<file path="config.mk">
export PLATFORM = sky130hd
export DESIGN_NAME = load_store_unit
export DESIGN_NICKNAME = d
export VERILOG_FILES = /design/src/rtl/mem_pkg.sv /design/src/rtl/byte_lane_merge.sv /design/src/rtl/load_store_unit.sv
export SDC_FILE = /design/constraint.sdc
export NUM_CORES = 1
export LEC_CHECK = 0
export ABC_CLOCK_PERIOD_IN_PS = 5500
export CAP_MARGIN = 20
export CORE_MARGIN = 3
export CORE_UTILIZATION = 47
export CTS_CLUSTER_DIAMETER = 80
export DETAILED_ROUTE_END_ITERATION = 8
export GPL_ROUTABILITY_DRIVEN = 1
export PLACE_DENSITY = 0.82
export REMOVE_ABC_BUFFERS = 1
export SLEW_MARGIN = 40
export SYNTH_ARGS = -nofsm -noshare
export SYNTH_HDL_FRONTEND = slang
export SYNTH_SLANG_ARGS = --single-unit
</file>
<file path="constraint.sdc">
create_clock -name clk -period 5.5 [get_ports clk]
set_input_delay 0.825 -clock clk [delete_from_list [all_inputs] [get_ports clk]]
set_output_delay 0.825 -clock clk [all_outputs]
set_load 0.02 [all_outputs]
</file>
<file path="src/rtl/mem_pkg.sv">
// Shared definitions for the MEM-stage load/store path.
//   SIZE_* : access-size codes carried on the Size bus
//   lsuState_t : sub-word store sequencing states
//   DM_BASE_ADDRESS : byte address of DataMemory word 0
package mem_pkg;

  localparam logic [1:0] SIZE_BYTE = 2'b00;
  localparam logic [1:0] SIZE_HALF = 2'b01;
  localparam logic [1:0] SIZE_WORD = 2'b10;
  localparam logic [1:0] SIZE_RSVD = 2'b11;

  localparam logic [31:0] DM_BASE_ADDRESS = 32'h10010000;

  typedef enum logic {
    IDLE,
    RMW_WRITE
  } lsuState_t;

endpackage

</file>
<file path="src/rtl/byte_lane_merge.sv">
// Combinational little-endian lane handling for sub-word accesses.
//   memWord      in  32  word read from DataMemory
//   data         in  32  store data, sub-word value in low bits
//   byteOffset   in  2   Address[1:0]
//   size         in  2   access size code
//   loadUnsigned in  1   zero-extend instead of sign-extend on extract
//   inserted     out 32  memWord with the addressed lane(s) replaced by data
//   extracted    out 32  addressed lane(s) of memWord, extended to 32 bits
module byte_lane_merge
  import mem_pkg::*;
(
  input  logic [31:0] memWord,
  input  logic [31:0] data,
  input  logic [1:0]  byteOffset,
  input  logic [1:0]  size,
  input  logic        loadUnsigned,
  output logic [31:0] inserted,
  output logic [31:0] extracted
);

  logic [7:0]  laneByte;
  logic [15:0] laneHalf;

  always_comb begin
    inserted = memWord;
    case (size)
      SIZE_BYTE: begin
        case (byteOffset)
          2'd0:    inserted[7:0]   = data[7:0];
          2'd1:    inserted[15:8]  = data[7:0];
          2'd2:    inserted[23:16] = data[7:0];
          default: inserted[31:24] = data[7:0];
        endcase
      end
      SIZE_HALF: begin
        if (byteOffset[1]) inserted[31:16] = data[15:0];
        else               inserted[15:0]  = data[15:0];
      end
      default: inserted = data;
    endcase
  end

  always_comb begin
    case (byteOffset)
      2'd0:    laneByte = memWord[7:0];
      2'd1:    laneByte = memWord[15:8];
      2'd2:    laneByte = memWord[23:16];
      default: laneByte = memWord[31:24];
    endcase
    laneHalf = byteOffset[1] ? memWord[31:16] : memWord[15:0];

    case (size)
      SIZE_BYTE: extracted = {{24{~loadUnsigned & laneByte[7]}}, laneByte};
      SIZE_HALF: extracted = {{16{~loadUnsigned & laneHalf[15]}}, laneHalf};
      SIZE_WORD: extracted = memWord;
      default:   extracted = '0;
    endcase
  end

endmodule

</file>
<file path="src/rtl/load_store_unit.sv">
// MEM-stage access unit between EX/MEM and a word-write, async-read DataMemory.
// Sub-word stores are done as a two-cycle read-modify-write with a one-cycle
// stall; misaligned / out-of-range accesses are suppressed and the first
// faulting address is held for the exception logic.
//   clk, reset                      clock, async active-high reset
//   MemRead, MemWrite, Size,
//   LoadUnsigned, Address, StoreData  request from EX/MEM
//   LoadData                        extended load result to MEM/WB
//   Stall                           freeze upstream pipeline this cycle
//   DmAddress, DmWriteData,
//   DmMemWrite, DmMemRead, DmReadData  DataMemory interface
//   ExcValid, ExcAddress, ExcClear  sticky address-error report
module load_store_unit
  import mem_pkg::*;
#(
  parameter int          DATA_WIDTH   = 32,
  parameter int          MEMORY_DEPTH = 512,
  parameter logic [31:0] BASE_ADDRESS = DM_BASE_ADDRESS
) (
  input  logic                  clk,
  input  logic                  reset,
  input  logic                  MemRead,
  input  logic                  MemWrite,
  input  logic [1:0]            Size,
  input  logic                  LoadUnsigned,
  input  logic [DATA_WIDTH-1:0] Address,
  input  logic [DATA_WIDTH-1:0] StoreData,
  output logic [DATA_WIDTH-1:0] LoadData,
  output logic                  Stall,
  output logic [DATA_WIDTH-1:0] DmAddress,
  output logic [DATA_WIDTH-1:0] DmWriteData,
  output logic                  DmMemWrite,
  output logic                  DmMemRead,
  input  logic [DATA_WIDTH-1:0] DmReadData,
  output logic                  ExcValid,
  output logic [DATA_WIDTH-1:0] ExcAddress,
  input  logic                  ExcClear
);

  lsuState_t             state;
  logic [DATA_WIDTH-1:0] mergeReg;
  logic [DATA_WIDTH-1:0] addrReg;

  logic [DATA_WIDTH-1:0] byteOffsetFromBase;
  logic                  request;
  logic                  misaligned;
  logic                  outOfRange;
  logic                  fault;
  logic                  subWordStore;
  logic [DATA_WIDTH-1:0] insertedWord;
  logic [DATA_WIDTH-1:0] extractedWord;

  byte_lane_merge laneMerge (
    .memWord      (DmReadData),
    .data         (StoreData),
    .byteOffset   (Address[1:0]),
    .size         (Size),
    .loadUnsigned (LoadUnsigned),
    .inserted     (insertedWord),
    .extracted    (extractedWord)
  );

  // Pipeline inputs are ignored in RMW_WRITE, so no request or fault is seen there.
  always_comb begin
    request            = (MemRead | MemWrite) && (state == IDLE);
    byteOffsetFromBase = Address - BASE_ADDRESS;
    misaligned         = ((Size == SIZE_HALF) && Address[0]) ||
                         ((Size == SIZE_WORD) && (Address[1:0] != 2'b00)) ||
                         (Size == SIZE_RSVD);
    outOfRange         = (Address < BASE_ADDRESS) ||
                         ((byteOffsetFromBase >> 2) >= DATA_WIDTH'(MEMORY_DEPTH));
    fault              = request && (misaligned || outOfRange);
    subWordStore       = request && !fault && MemWrite && (Size != SIZE_WORD);
  end

  always_comb begin
    LoadData    = '0;
    Stall       = 1'b0;
    DmMemWrite  = 1'b0;
    DmMemRead   = 1'b0;
    DmAddress   = {Address[DATA_WIDTH-1:2], 2'b00};
    DmWriteData = '0;
    if (state == RMW_WRITE) begin
      DmMemWrite  = 1'b1;
      DmAddress   = addrReg;
      DmWriteData = mergeReg;
    end else if (request && !fault) begin
      if (MemWrite) begin
        if (Size == SIZE_WORD) begin
          DmMemWrite  = 1'b1;
          DmWriteData = StoreData;
        end else begin
          DmMemRead = 1'b1;
          Stall     = 1'b1;
        end
      end else begin
        DmMemRead = 1'b1;
        LoadData  = extractedWord;
      end
    end
  end

  always_ff @(posedge clk or posedge reset) begin
    if (reset) begin
      state      <= IDLE;
      mergeReg   <= '0;
      addrReg    <= '0;
      ExcValid   <= 1'b0;
      ExcAddress <= '0;
    end else begin
      case (state)
        IDLE: begin
          if (subWordStore) begin
            mergeReg <= insertedWord;
            addrReg  <= {Address[DATA_WIDTH-1:2], 2'b00};
            state    <= RMW_WRITE;
          end
        end
        default: state <= IDLE;
      endcase

      // A clear in the same cycle as a fault lets the new fault be recorded.
      if (fault && (!ExcValid || ExcClear)) begin
        ExcValid   <= 1'b1;
        ExcAddress <= Address;
      end else if (ExcClear) begin
        ExcValid <= 1'b0;
      end
    end
  end

endmodule

</file>
==> metrics.yaml <==
job:
  maxCapViolations: 0
worst_setup_path:
  critPathLaunchType: "input pin"
  required_ns: 4.68
  worst-setup-path-type: "in2out"
  reg2reg_to: "mergeReg[4]$_DFFE_PP0P_"
  reg2reg_depth: 4
  cp-startpoint: "Address[16]"
  crit_end: "DmWriteData[22]"
  crit_fanout: 32
  arrival_ns: 3.99
  worst_setup_path_end_kind: "output pin"
  rr_startpoint: "state$_DFF_PP0_"
  r2r_slack_ns: 2.82
logic_synthesis:
  synthesis.area_mm2: 0.005812
  synth_edf_count: 0
  synth_ff_type: "dfrtp_1"
  synth.avg_cell_area_um2: 10.64
  synthDistinctLibCells: 46
  synth_area_leaders: "dfrtp_1 41%, mux2_2 22%, a22o_1 6.0%"
  syn-instance-count: 546
  synth_area_leader_cell: "dfrtp_1"
  seq_area_frac_synth_pct: 41.33
  yosys_register_bits: 96
  synthArstFlopShare_pct: 100.0
  yosys_warnings: 0
  synth_top_area_share_pct: 41.33
clock_tree:
  hold_buffers: 0
  root_buffer: "clkbuf_16"
  cts.sinks: 96
  cts.clk_slew.worst_paths_ns: 0.07
  worst_skew_pair.late_latency_ns: 0.34
  cts_max_level: 3
  cts_resized: 0
  clockBufferDepth: 2
  cts_tree: "yes"
  cts_buffers: 9
  post_cts_buffers: 0
die:
  die_w_um: 117.2
  start_util_pct: 49.42
  boundaryPins: 236
  num_rows: 39
  coreArea_mm2: 0.01176
  die_h_um: 117.2
  dieArea_mm2: 0.01374
cells_and_area:
  postLayoutCoreUtil_pct: 73.37
  drive_gt1_share_pct: 20.45
  instances_no_fill: 929
  syn2layout_area_growth_pct: 48.46
  fin_nets: 862
timing:
  hold_violations: 0
  rsz0062_at_grt: "false"
  setup_viol: 0
  finalClockSkew_ns: 0.004408
  finalMaxSlewViolations: 0
  timing.final.crit_share_pct: 87.55
  max-slew-margin-rel_pct: 49.79
  hold_slack_ns: 0.4763
  fin_crit_ns: 4.816
  tightest_slew_ns: 0.7531
  max_freq_ghz: 0.2077
global_routing:
  grt_pass1_wl_um: 30930
  grt_max_degree: 50
  grt_pass1_vias: 5526
  antenna_found_initial: 1
  grt_overflow: 0
  groute.usage.overall_pct: 29.45
placed_design:
  portBuffers: 233
  dp.cells: 911
  hpwl_um: 14770
  place_congestion: 0.8935
routing:
  drcViolationCount: 0
  viasPerCell: 5.940
  routedWlPerCell_um: 21.80
  finalWirelength_um: 20250
  first_pass_iters: 5
  drt_iter0_drc: 496
  ant_nets: 0
  vias: 5518
pwr:
  ir_drop_v: 0.0001727
  power.leakage_nw: 3.630
  cellPowerDensity_mw_per_mm2: 225.0
min_path:
  hold_class: "reg2reg"
status:
  status: "completed"
-- worst min path at each step --
stage	cells after the start	from	to
2_1_floorplan	1	addrReg[16]$_DFFE_PP0P_	addrReg[16]$_DFFE_PP0P_
3_3_place_gp	1	addrReg[28]$_DFFE_PP0P_	addrReg[28]$_DFFE_PP0P_
3_5_place_dp	1	addrReg[28]$_DFFE_PP0P_	addrReg[28]$_DFFE_PP0P_
4_1_cts	1	addrReg[28]$_DFFE_PP0P_	addrReg[28]$_DFFE_PP0P_
5_1_grt	1	addrReg[29]$_DFFE_PP0P_	addrReg[29]$_DFFE_PP0P_
6_report	1	addrReg[28]$_DFFE_PP0P_	addrReg[28]$_DFFE_PP0P_
-- worst max-delay path: stages --
cell and delay, ns:
clkdlybuf4s50_1 0.55, or4b_1 0.53, a2111oi_4 0.33, nand4_1 0.23, nor4bb_4 0.32, buf_4 0.37
a22o_1 0.19, clkdlybuf4s50_1 0.61
-- placed cells by master, fill, tap and decap left out, drive strengths merged, types with 4 or more instances in the layout --
| cell type | count |
|---|---|
| clkdlybuf4s50 | 232 |
| mux2 | 117 |
| dfrtp | 96 |
| a22o | 40 |
| nand2 | 38 |
| a21oi | 37 |
| a22oi | 32 |
| o21ai | 26 |
| and2 | 23 |
| nor2 | 14 |
| buf | 14 |
| clkbuf | 11 |
| and3 | 10 |
| mux2i | 8 |
| a2bb2oi | 7 |
| nand2b | 6 |
| nand4 | 5 |
| nor2b | 4 |
-- Yosys cell counts (2+ instances only) --
| library cell | number |
|---|---|
| mux2_2 | 114 |
| dfrtp_1 | 96 |
| a22o_1 | 40 |
| nand2_1 | 38 |
| a21oi_1 | 37 |
| clkbuf_1 | 35 |
| a22oi_1 | 32 |
| o21ai_0 | 26 |
| and2_1 | 23 |
| nor2_1 | 14 |
| and3_1 | 10 |
| mux2i_1 | 8 |
| a2bb2oi_1 | 7 |
| nand2b_1 | 6 |
| buf_6 | 4 |
| nand4_1 | 4 |
| nor2b_1 | 4 |
| buf_2 | 3 |
| buf_4 | 3 |
| inv_1 | 3 |
| mux2_4 | 3 |
| nor4_1 | 3 |
| a21o_1 | 2 |
| a221oi_1 | 2 |
| and4_1 | 2 |
| nand3_1 | 2 |
| nor3_1 | 2 |
| nor3b_1 | 2 |
| o211ai_1 | 2 |
| or3_1 | 2 |
| or4b_1 | 2 |
-- layout make-up --
cell class / count / area (µm²)
antenna: 2 / 5.005
clock buffer: 11 / 242.7
clock inverter: 5 / 103.9
fill: 871 / 3132
inverter: 3 / 13.76
multi-input combinational: 402 / 3218
sequential: 96 / 2404
tap: 164 / 205.2
timing repair buffer: 246 / 2436
-- power by group --
group | switching, W | internal, W
registers | 0.0000188 | 0.000739
logic | 0.000227 | 0.000230
clock network | 0.000270 | 0.000457
-- stage by stage --
| step | area (µm²) | TNS (ns) | power (W) | setup slack (ns) |
|---|---|---|---|---|
| 6_report | 8628 | 0 | 0.001942 | 0.6845 |
| 5_1_grt | 8626 | 0 | 0.002020 | 0.4775 |
| 4_1_cts | 8623 | 0 | 0.001955 | 0.6988 |
| 3_5_place_dp | 8277 | 0 | 0.001224 | 0.7148 |
| 3_3_place_gp | 8245 | 0 | 0.001212 | 0.7833 |
| 2_1_floorplan | 5598 | -0.008006 | 0.0009697 | -0.008006 |
-- cell families after synthesis --
logic type | Yosys count | synth area share, %
AND/OR/NAND/NOR | 118 | 11.00
AO/OA/AOI/OAI | 154 | 18.73
flip-flops | 96 | 41.33
other | 1 | 0.06452
XOR/XNOR | 2 | 0.3015
buffers and inverters | 49 | 3.940
multiplexers | 126 | 24.63
-- registers in the layout, indices dropped and copies added (netlist names) --
register    flops
ExcValid        1
mergeReg       32
ExcAddress     32
addrReg        30
state           1
-- per-layer routing --
layer | global-route usage [%] | vias to the layer above | routed length (µm)
met5 | 0 | - | 0
met4 | 8.716 | 0 | 538
met3 | 9.614 | 52 | 2086
met2 | 50.00 | 332 | 9857
met1 | 35.75 | 2668 | 7768
li1 | - | 2466 | -
(Power assumes the default switching activity.)
